==> src/rtl/vcve2_clock_gate_ctrl.sv <==
// vcve2_clock_gate_ctrl
//   Sleep/wake sequencer for the core clock gate. Runs on the free-running
//   ungated clock, drains a held sleep request before dropping clk_en_o, and
//   restores the clock on interrupt, debug request or force-on. A one-cycle
//   wake_ready_o pulse marks the first RUN cycle after the settle window.
//
//   Optional feature: define VCVE2_CG_STATS_EN to add stats_clr_i and the
//   saturating gated_cycles_o counter. FSM behaviour is identical either way.
//
//   State encodings are all even parity. A single-bit upset lands on an
//   odd-parity (illegal) code, and the FSM then falls back to RUN with the
//   clock enabled.

module vcve2_clock_gate_ctrl #(
  parameter int unsigned IDLE_CYCLES = 4,
  parameter int unsigned WAKE_CYCLES = 2,
  parameter int unsigned CNT_W       = 8
) (
  input  logic        clk_i,
  input  logic        rst_i,
  input  logic        sleep_req_i,
  input  logic        wake_irq_i,
  input  logic        debug_req_i,
  input  logic        force_on_i,
`ifdef VCVE2_CG_STATS_EN
  input  logic        stats_clr_i,
  output logic [31:0] gated_cycles_o,
`endif
  output logic        clk_en_o,
  output logic        sleeping_o,
  output logic        wake_ready_o
);

  typedef enum logic [2:0] {
    ST_RUN   = 3'b000,
    ST_DRAIN = 3'b011,
    ST_GATED = 3'b101,
    ST_WAKE  = 3'b110
  } state_e;

  // Terminal counts for the drain and settle windows.
  localparam logic [CNT_W-1:0] IDLE_LAST = CNT_W'(IDLE_CYCLES - 1);
  localparam logic [CNT_W-1:0] WAKE_LAST = CNT_W'(WAKE_CYCLES - 1);
  localparam logic [CNT_W-1:0] CNT_ZERO  = CNT_W'(0);
  localparam logic [CNT_W-1:0] CNT_ONE   = CNT_W'(1);

  // Even parity over the state code; every legal encoding has even parity.
  function automatic logic state_parity_ok(input logic [2:0] s);
    return ~(^s);
  endfunction

  state_e           state_q, state_d;
  logic [CNT_W-1:0] cnt_q, cnt_d;
  logic             clk_en_q, clk_en_d;
  logic             sleeping_q, sleeping_d;
  logic             wake_ready_q, wake_ready_d;
  logic             wake_s;

  assign wake_s = wake_irq_i | debug_req_i | force_on_i;

  // Parameter legality checks, evaluated at elaboration.
  vcve2_clock_gate_ctrl_chk #(
    .IDLE_CYCLES (IDLE_CYCLES),
    .WAKE_CYCLES (WAKE_CYCLES),
    .CNT_W       (CNT_W)
  ) u_chk ();

  // Next-state, counter and registered-output decode for the sequencer.
  always_comb begin
    state_d      = state_q;
    cnt_d        = cnt_q;
    wake_ready_d = 1'b0;

    if (!state_parity_ok(state_q)) begin
      state_d = ST_RUN;
      cnt_d   = CNT_ZERO;
    end else begin
      case (state_q)
        ST_RUN: begin
          if (sleep_req_i && !wake_s) begin
            state_d = ST_DRAIN;
            cnt_d   = CNT_ZERO;
          end else begin
            state_d = ST_RUN;
          end
        end
        ST_DRAIN: begin
          // Any wake source or a dropped request aborts the drain silently.
          if (wake_s || !sleep_req_i) begin
            state_d = ST_RUN;
            cnt_d   = CNT_ZERO;
          end else if (cnt_q == IDLE_LAST) begin
            state_d = ST_GATED;
          end else begin
            cnt_d = cnt_q + CNT_ONE;
          end
        end
        ST_GATED: begin
          // sleep_req_i is meaningless here: the core clock is stopped.
          if (wake_s) begin
            state_d = ST_WAKE;
            cnt_d   = CNT_ZERO;
          end else begin
            state_d = ST_GATED;
          end
        end
        ST_WAKE: begin
          // Inputs are ignored until the settle window completes.
          if (cnt_q == WAKE_LAST) begin
            state_d      = ST_RUN;
            cnt_d        = CNT_ZERO;
            wake_ready_d = 1'b1;
          end else begin
            cnt_d = cnt_q + CNT_ONE;
          end
        end
        default: begin
          state_d = ST_RUN;
          cnt_d   = CNT_ZERO;
        end
      endcase
    end

    clk_en_d   = (state_d != ST_GATED);
    sleeping_d = (state_d == ST_GATED);
  end

  // State, counter and output registers with synchronous reset to RUN.
  always_ff @(posedge clk_i) begin
    if (rst_i) begin
      state_q      <= ST_RUN;
      cnt_q        <= CNT_ZERO;
      clk_en_q     <= 1'b1;
      sleeping_q   <= 1'b0;
      wake_ready_q <= 1'b0;
    end else begin
      state_q      <= state_d;
      cnt_q        <= cnt_d;
      clk_en_q     <= clk_en_d;
      sleeping_q   <= sleeping_d;
      wake_ready_q <= wake_ready_d;
    end
  end

  assign clk_en_o     = clk_en_q;
  assign sleeping_o   = sleeping_q;
  assign wake_ready_o = wake_ready_q;

`ifdef VCVE2_CG_STATS_EN
  logic [31:0] gated_cnt_q, gated_cnt_d;

  // Saturating count of GATED cycles; a clear beats a same-cycle increment.
  always_comb begin
    gated_cnt_d = gated_cnt_q;
    if (stats_clr_i) begin
      gated_cnt_d = 32'd0;
    end else if ((state_q == ST_GATED) && (gated_cnt_q != 32'hFFFF_FFFF)) begin
      gated_cnt_d = gated_cnt_q + 32'd1;
    end else begin
      gated_cnt_d = gated_cnt_q;
    end
  end

  // Gated-cycle counter register.
  always_ff @(posedge clk_i) begin
    if (rst_i) begin
      gated_cnt_q <= 32'd0;
    end else begin
      gated_cnt_q <= gated_cnt_d;
    end
  end

  assign gated_cycles_o = gated_cnt_q;
`endif

endmodule

// Elaboration-time parameter checker for vcve2_clock_gate_ctrl.
module vcve2_clock_gate_ctrl_chk #(
  parameter int unsigned IDLE_CYCLES = 4,
  parameter int unsigned WAKE_CYCLES = 2,
  parameter int unsigned CNT_W       = 8
) ();

  if (IDLE_CYCLES < 1) begin : g_idle_min
    $error("vcve2_clock_gate_ctrl: IDLE_CYCLES must be >= 1");
  end

  if (WAKE_CYCLES < 1) begin : g_wake_min
    $error("vcve2_clock_gate_ctrl: WAKE_CYCLES must be >= 1");
  end

  if ($clog2(IDLE_CYCLES + 1) > CNT_W) begin : g_idle_fit
    $error("vcve2_clock_gate_ctrl: CNT_W too narrow for IDLE_CYCLES");
  end

  if ($clog2(WAKE_CYCLES + 1) > CNT_W) begin : g_wake_fit
    $error("vcve2_clock_gate_ctrl: CNT_W too narrow for WAKE_CYCLES");
  end

endmodule

==> config.mk <==
export PLATFORM = sky130hd
export DESIGN_NAME = vcve2_clock_gate_ctrl
export DESIGN_NICKNAME = d
export VERILOG_FILES = /design/src/rtl/vcve2_clock_gate_ctrl.sv
export SDC_FILE = /design/constraint.sdc
export NUM_CORES = 1
export LEC_CHECK = 0
export BUFFER_PORTS_ARGS = -buffer_cell sky130_fd_sc_hd__buf_2
export CORE_ASPECT_RATIO = 0.9
export CORE_MARGIN = 8
export CORE_UTILIZATION = 55
export CTS_BUF_LIST = sky130_fd_sc_hd__clkbuf_16
export DETAILED_ROUTE_END_ITERATION = 10
export GPL_ROUTABILITY_DRIVEN = 0
export MAX_ROUTING_LAYER = met4
export PLACE_DENSITY_LB_ADDON = 0.05
export SLEW_MARGIN = 15
export SYNTH_ARGS = -nofsm -noshare
export SYNTH_HDL_FRONTEND = slang
export SYNTH_SLANG_ARGS = --single-unit
==> constraint.sdc <==
create_clock -name clk_i -period 4.7 [get_ports clk_i]
set_clock_uncertainty 0.05 [all_clocks]
set_input_delay 0.235 -clock clk_i [delete_from_list [all_inputs] [get_ports clk_i]]
set_output_delay 0.235 -clock clk_i [all_outputs]
set_load 0.02 [all_outputs]
=== Yosys cells after proc, flatten, opt, wreduce, memory -nomap -nowiden ===
Cells that the tools add are included.

* Equal/unequal tests: 10
* $add $sub $neg: 1
* Bitwise logic cells: 3
* Multiplexer cells: 14
* Reductions and logical operators: 9

{| class="wikitable"
|+ Operators with widths
! kind !! count
|-
| $mux W8 || 5
|-
| $pmux W8 S4 || 1
|-
| $mux W3 || 4
|-
| $pmux W3 S4 || 1
|-
| $eq A3 B3 Y1 const B || 3
|-
| $add A8 B1 Y8 const B || 1
|-
| $eq A8 B1 Y1 const B || 1
|-
| $eq A8 B2 Y1 const B || 1
|-
| $ne A3 B3 Y1 const B || 2
|-
| $mux W2 || 2
|-
| $ne A2 B2 Y1 const B || 2
|-
| $eq A3 B2 Y1 const B || 1
|-
| $logic_not A3 Y1 || 1
|-
| $reduce_and A3 Y1 || 1
|-
| $reduce_or A3 Y1 || 1
|-
| $reduce_xor A3 Y1 || 1
|-
| $logic_not A1 Y1 || 2
|-
| $or A1 B1 Y1 || 2
|-
| $reduce_or A2 Y1 || 1
|-
| $logic_and A1 B1 Y1 || 1
|-
| $logic_or A1 B1 Y1 || 1
|-
| $mux W1 || 1
|-
| $not A1 Y1 || 1
|}

* Output and inout port bits: 3
* Logic and storage cells: 42
* Register bits after elaboration: 14
* Bits of input ports: 6

=== Longest topological paths before layout ===
* Depth in word-level cells: 8
* Gate-level depth with buffers: 7
* Depth with buffers taken out: 7

=== Worst setup path before layout ===
No wires, ideal clock.

* Kind: input port to flip-flop
* From: input port debug_req_i
* To: register cnt_q[7]
* Data arrival time: 1.766 ns
* Data required time: 4.580 ns
* Setup time: 0.070 ns
* Stages: 5
* Buffers on the path: 0
* Slack: 2.814 ns
* Cell sequence: or4b_4 a32oi_4 nand2_4 or4_1 a21oi_1

* Word-level cells in the longest chain between the ends: 6
* Elaborated cells between the ends (all ways): 11
* Classes of those cells: eq/ne (3); mux (2); bitwise (2); reduce/logical (4)

{| class="wikitable"
|+ RTL lines
! item !! line !! RTL
|-
| start, declared || 23 || <nowiki>input logic debug_req_i,</nowiki>
|-
| $or A1 B1 Y1 * (2 in a row) || 59 || <nowiki>assign wake_s = wake_irq_i | debug_req_i | force_on_i;</nowiki>
|-
| $logic_not A1 Y1 || 80 || <nowiki>if (sleep_req_i && !wake_s) begin</nowiki>
|-
| $logic_and A1 B1 Y1 || 80 ||
|-
| $ne A2 B2 Y1 (no line) || - ||
|-
| $reduce_and A3 Y1 (no line) || - ||
|-
| end signal, assigned || 138 || <nowiki>cnt_q <= cnt_d;</nowiki>
|-
| end, declared || 53 || <nowiki>logic [CNT_W-1:0] cnt_q, cnt_d;</nowiki>
|}

Every way passes the cells marked *; elsewhere a longest branch is shown, timed or not.
A chain may end at the register's enable or synchronous reset.

=== Worst setup path after layout ===
* From: register cnt_q[4]
* To: register sleeping_q (netlist: sleeping_o)

* Word-level cells in the longest chain between the ends: 6
* Elaborated cells between the ends (all ways): 8
* Classes of those cells: eq/ne (3); mux (5)

{| class="wikitable"
|+ RTL lines
! item !! line !! RTL
|-
| $eq A8 B2 Y1 || 92 || <nowiki>end else if (cnt_q == IDLE_LAST) begin</nowiki>
|-
| $mux W3 || 92 ||
|-
| $mux W3 || 89 || <nowiki>if (wake_s || !sleep_req_i) begin</nowiki>
|-
| $pmux W3 S4 * || 78 || <nowiki>case (state_q)</nowiki>
|-
| $mux W3 * || 74 || <nowiki>if (!state_parity_ok(state_q)) begin</nowiki>
|-
| $eq A3 B3 Y1 * || 125 || <nowiki>sleeping_d = (state_d == ST_GATED);</nowiki>
|-
| end signal, assigned || 140 || <nowiki>sleeping_q <= sleeping_d;</nowiki>
|-
| end, declared || 55 || <nowiki>logic sleeping_q, sleeping_d;</nowiki>
|}

Marks and branches as above.

==> impl_metrics.xml <==
<?xml version="1.0" encoding="UTF-8"?>
<metrics>
  <group name="critical_path">
    <metric name="critPathLaunch" unit="">cnt_q[4]</metric>
    <metric name="critical_path.startpoint_type" unit="">flip-flop</metric>
    <metric name="reg2reg_slack" unit="ns">2.58</metric>
    <metric name="critPathTopFamily" unit="">simple AND/OR/NAND/NOR gates</metric>
    <metric name="cp.required" unit="ns">4.83</metric>
    <metric name="worstPathArrival" unit="ns">2.25</metric>
    <metric name="path_buf_inv" unit="">0</metric>
    <metric name="worst_setup_path_end_kind" unit="">flip-flop</metric>
    <metric name="critPathKind" unit="">flip-flop to flip-flop</metric>
    <metric name="critical-path-max-stage-delay" unit="ns">0.60</metric>
    <metric name="critical_path.slowest_cell" unit="">sky130_fd_sc_hd__nor4_1</metric>
    <metric name="crit_chain" unit="">nor4_1, a31oi_1, nor2_1, o221a_2, and3_1</metric>
    <metric name="crit_path_max_fanout" unit="">7</metric>
    <metric name="worst_r2r_startpoint" unit="">cnt_q[4]</metric>
  </group>
  <group name="cells_and_area">
    <metric name="area_growth_syn_to_layout" unit="%">15.7</metric>
    <metric name="post-route-cell-area" unit="um^2">961</metric>
    <metric name="diodes" unit="">0</metric>
    <metric name="finalNetCount" unit="">121</metric>
    <metric name="layout-drive-gt1-share" unit="">0.150</metric>
    <metric name="fin_cells" unit="">122</metric>
    <metric name="fillers" unit="">122</metric>
  </group>
  <group name="pwr">
    <metric name="worst_ir_drop_vdd" unit="uV">181</metric>
    <metric name="power_switching" unit="mW">0.0547</metric>
    <metric name="power.share.sequential" unit="">0.414</metric>
    <metric name="power_frac_clock" unit="">0.525</metric>
    <metric name="share_comb_of_total_power" unit="">0.061</metric>
    <metric name="power.density_cell_area" unit="nW/um^2">305</metric>
    <metric name="leakagePower" unit="nW">0.377</metric>
    <metric name="internal-power" unit="mW">0.238</metric>
    <metric name="p_sw_frac" unit="">0.187</metric>
  </group>
  <group name="drt">
    <metric name="via_count_normalized_by_instance_count" unit="">6.26</metric>
    <metric name="via_count" unit="">764</metric>
    <metric name="drt_drc_violations_left" unit="">0</metric>
    <metric name="drt_pass1_iterations" unit="">4</metric>
    <metric name="route.final.wire_length" unit="um">1870</metric>
    <metric name="post_drt_wl_per_cell" unit="um">15.3</metric>
    <metric name="routed-wl-met2" unit="um">844</metric>
    <metric name="met1Wirelength" unit="um">899</metric>
    <metric name="ant_nets" unit="">0</metric>
    <metric name="topRoutingLayerUsed" unit="">met4</metric>
    <metric name="met3RoutedLength" unit="um">99</metric>
    <metric name="drtIter0Drc" unit="">23</metric>
  </group>
  <group name="floorplan">
    <metric name="core.rowCount" unit="">13</metric>
    <metric name="starting_utilization_of_the_core_area" unit="">0.580</metric>
    <metric name="die_h" unit="um">52.9</metric>
    <metric name="num_io_pins" unit="">9</metric>
    <metric name="die_area" unit="um^2">3010</metric>
    <metric name="floorplan.die.width" unit="um">57.0</metric>
    <metric name="design.core.area" unit="um^2">1430</metric>
  </group>
  <group name="synthesis">
    <metric name="postSynthNetCount" unit="">109</metric>
    <metric name="yosysUniqueCellTypes" unit="">32</metric>
    <metric name="post_synth_inst_count" unit="">97</metric>
    <metric name="dominant_cells_by_area_after_synthesis" unit="">sky130_fd_sc_hd__dfxtp_1 34%, sky130_fd_sc_hd__ha_1 9.0%, sky130_fd_sc_hd__nand3_1 4.2%, sky130_fd_sc_hd__xor2_1 4.2%, sky130_fd_sc_hd__nor2_1 4.1%</metric>
    <metric name="synth-warning-count" unit="">0</metric>
    <metric name="synth_largest_type_area_fraction" unit="">0.337</metric>
    <metric name="synth_sequential_area_ratio" unit="">0.337</metric>
    <metric name="post_synth.cell_area_avg" unit="um^2">8.56</metric>
    <metric name="syn-cell-area" unit="um^2">831</metric>
    <metric name="yosysTopAreaCell" unit="">sky130_fd_sc_hd__dfxtp_1</metric>
    <metric name="postSynthRegisterBits" unit="">14</metric>
  </group>
  <group name="global_routing">
    <metric name="globalRouteOverflowTotal" unit="">0</metric>
    <metric name="grt_first_pass_wirelength" unit="um">3270</metric>
    <metric name="groute.usage.overall" unit="">0.139</metric>
    <metric name="first_global_vias" unit="">770</metric>
    <metric name="grt_max_degree" unit="">10</metric>
    <metric name="antenna_found_initial" unit="">0</metric>
  </group>
  <group name="timing">
    <metric name="final_worst_path_period_share" unit="">0.451</metric>
    <metric name="slew_viol_final" unit="">0</metric>
    <metric name="finalSetupViolCount" unit="">0</metric>
    <metric name="hold_viol" unit="">0</metric>
    <metric name="clock.fmax" unit="MHz">472</metric>
    <metric name="rsz0062_at_grt" unit="">no</metric>
    <metric name="slew-limit-headroom" unit="">0.512</metric>
    <metric name="hold-worst-slack" unit="ns">0.246</metric>
    <metric name="period_needed" unit="ns">2.12</metric>
    <metric name="post-route-worst-setup-slack" unit="ns">2.58</metric>
    <metric name="worst_pin_slew" unit="ns">0.726</metric>
    <metric name="timing.setup.tns" unit="ns">0</metric>
  </group>
  <group name="clock_network">
    <metric name="cts.root.buffer_cell" unit="">sky130_fd_sc_hd__clkbuf_16</metric>
    <metric name="tritoncts" unit="">built</metric>
    <metric name="clock_sink_count" unit="">14</metric>
    <metric name="cts-hold-fix-buffers" unit="">0</metric>
    <metric name="cts_setup_buffers" unit="">0</metric>
    <metric name="cts_htree_levels" unit="">1</metric>
    <metric name="clock_network_latency_to_the_later_pin_of_the_worst_skew_pair" unit="ns">0.24</metric>
    <metric name="cts_resized" unit="">0</metric>
    <metric name="cts_max_path_buffers" unit="">2</metric>
    <metric name="worst_setup_hold_path_clk_slew" unit="ns">0.04</metric>
    <metric name="tritoncts.num_buffers" unit="">3</metric>
  </group>
  <group name="place">
    <metric name="numPlacedInstances" unit="">119</metric>
    <metric name="place.port_buffers" unit="">8</metric>
    <metric name="dpl_worst_slack" unit="ns">2.61</metric>
    <metric name="post_dp_cell_area" unit="um^2">886</metric>
    <metric name="dp_hpwl" unit="um">1360</metric>
  </group>
  <group name="worst_hold_path">
    <metric name="min-delay-path-class" unit="">input port to flip-flop</metric>
    <metric name="hold_path_startpoint" unit="">rst_i</metric>
  </group>
  <group name="outcome">
    <metric name="run_status" unit="">complete, no violations</metric>
  </group>
  <group name="run">
    <metric name="max-cap-violations" unit="">0</metric>
  </group>
</metrics>
==> Yosys cell counts <==
master,n
sky130_fd_sc_hd__clkbuf_1,1
sky130_fd_sc_hd__xor2_1,4
sky130_fd_sc_hd__a32oi_4,1
sky130_fd_sc_hd__or4b_4,1
sky130_fd_sc_hd__a21o_2,1
sky130_fd_sc_hd__inv_1,5
sky130_fd_sc_hd__nor3b_1,2
sky130_fd_sc_hd__dfxtp_1,14
sky130_fd_sc_hd__and3b_1,1
sky130_fd_sc_hd__o21bai_1,2
sky130_fd_sc_hd__nand2_4,1
sky130_fd_sc_hd__nand4_1,1
sky130_fd_sc_hd__o221a_2,1
sky130_fd_sc_hd__nor3_1,2
sky130_fd_sc_hd__a21boi_0,1
sky130_fd_sc_hd__nand3_1,7
sky130_fd_sc_hd__a32o_1,1
sky130_fd_sc_hd__nor2b_1,2
sky130_fd_sc_hd__a21o_1,1
sky130_fd_sc_hd__o211ai_1,1
sky130_fd_sc_hd__o31ai_1,1
sky130_fd_sc_hd__nor2_1,9
sky130_fd_sc_hd__a31oi_1,2
sky130_fd_sc_hd__a21oi_1,4
sky130_fd_sc_hd__ha_1,6
sky130_fd_sc_hd__a2bb2oi_1,1
sky130_fd_sc_hd__nand2_1,8
sky130_fd_sc_hd__and3_1,5
sky130_fd_sc_hd__or4_1,3
sky130_fd_sc_hd__and2_1,2
sky130_fd_sc_hd__nor4_1,1
sky130_fd_sc_hd__o21ai_0,5
==> flip-flops by register name, indices dropped and copies added, names as in the netlist <==
signal and flops:
cnt_q 8, state_q 3, clk_en_o 1, sleeping_o 1, wake_ready_o 1
==> layout make-up <==
class | count | area, um^2 | area share
Inverter | 5 | 18.8 | 0.0195
Timing Repair Buffer | 8 | 40.0 | 0.0417
Clock buffer | 3 | 75.1 | 0.0781
Tap cell | 15 | 18.8 | 0.0195
Sequential cell | 14 | 280 | 0.292
Multi-Input combinational cell | 77 | 528 | 0.549
==> power by group through the flow <==
| stage | logic, mW | registers [mW] | clock network, mW |
|---|---|---|---|
| 4_1_cts | 0.0178 | 0.121 | 0.155 |
| 5_1_grt | 0.0197 | 0.121 | 0.161 |
| 2_1_floorplan | 0.0122 | 0.123 | 0 |
| 3_3_place_gp | 0.0174 | 0.123 | 0 |
| 6_report | 0.0178 | 0.121 | 0.154 |
| 3_5_place_dp | 0.0175 | 0.123 | 0 |
==> metal layers <==
layer / GRT usage / vias up
met1: 0.165 / 352
met5: - / -
li1: - / 374
met2: 0.213 / 32
met3: 0.0335 / 6
met4: 0.0742 / 0
==> stage by stage <==
step                      power, mW   util
after floorplan               0.135      -
after global routing          0.302  0.671
after CTS                     0.294  0.671
after global placement        0.141  0.619
final                         0.293  0.671
after detailed placement      0.141  0.619
==> tightest hold or removal path: stages <==
cell	delay (ns)
sky130_fd_sc_hd__buf_2	0.08
sky130_fd_sc_hd__a21o_1	0.12
sky130_fd_sc_hd__nor2_1	0.05
==> kinds of logic after synthesis <==
kind of cell             Yosys count  share of synthesized area
buffers and inverters              6                     0.0271
XOR/XNOR                           4                     0.0422
AO/OA/AOI/OAI                     22                      0.203
adder cells (fa/ha/maj)            6                     0.0904
flip-flops                        14                      0.337
AND/OR/NAND/NOR                   45                      0.300
==> cells in the final DEF (no fill, tap or decap) <==
master / synthesis / routed
sky130_fd_sc_hd__nor2_1: 9 / 9
sky130_fd_sc_hd__o211ai_1: 1 / 1
sky130_fd_sc_hd__a32o_1: 1 / 1
sky130_fd_sc_hd__a32oi_4: 1 / 1
sky130_fd_sc_hd__a21oi_1: 4 / 4
sky130_fd_sc_hd__o221a_2: 1 / 1
sky130_fd_sc_hd__inv_1: 5 / 5
sky130_fd_sc_hd__o21ai_0: 5 / 5
sky130_fd_sc_hd__nor2b_1: 2 / 2
sky130_fd_sc_hd__nor3b_1: 2 / 2
sky130_fd_sc_hd__a2bb2oi_1: 1 / 1
sky130_fd_sc_hd__a21o_2: 1 / 1
sky130_fd_sc_hd__or4b_4: 1 / 1
sky130_fd_sc_hd__ha_1: 6 / 6
sky130_fd_sc_hd__nand2_4: 1 / 1
sky130_fd_sc_hd__and3_1: 5 / 5
sky130_fd_sc_hd__buf_2: 0 / 8
sky130_fd_sc_hd__and2_1: 2 / 2
sky130_fd_sc_hd__dfxtp_1: 14 / 14
sky130_fd_sc_hd__nor4_1: 1 / 1
sky130_fd_sc_hd__or4_1: 3 / 3
sky130_fd_sc_hd__a21boi_0: 1 / 1
sky130_fd_sc_hd__nand3_1: 7 / 7
sky130_fd_sc_hd__clkbuf_16: 0 / 3
sky130_fd_sc_hd__a31oi_1: 2 / 2
sky130_fd_sc_hd__o21bai_1: 2 / 2
sky130_fd_sc_hd__a21o_1: 1 / 1
sky130_fd_sc_hd__nor3_1: 2 / 2
sky130_fd_sc_hd__and3b_1: 1 / 1
sky130_fd_sc_hd__o31ai_1: 1 / 1
sky130_fd_sc_hd__xor2_1: 4 / 4
sky130_fd_sc_hd__nand4_1: 1 / 1
sky130_fd_sc_hd__nand2_1: 8 / 8
==> path summary, 6_finish.rpt <==
check | end | depth (start not counted)
max reg2reg | sleeping_o | 5
min reg2reg | cnt_q[7] | 2
max | sleeping_o | 5
min | state_q[1] | 3
No activity file was read; power rests on OpenSTA's default activity.
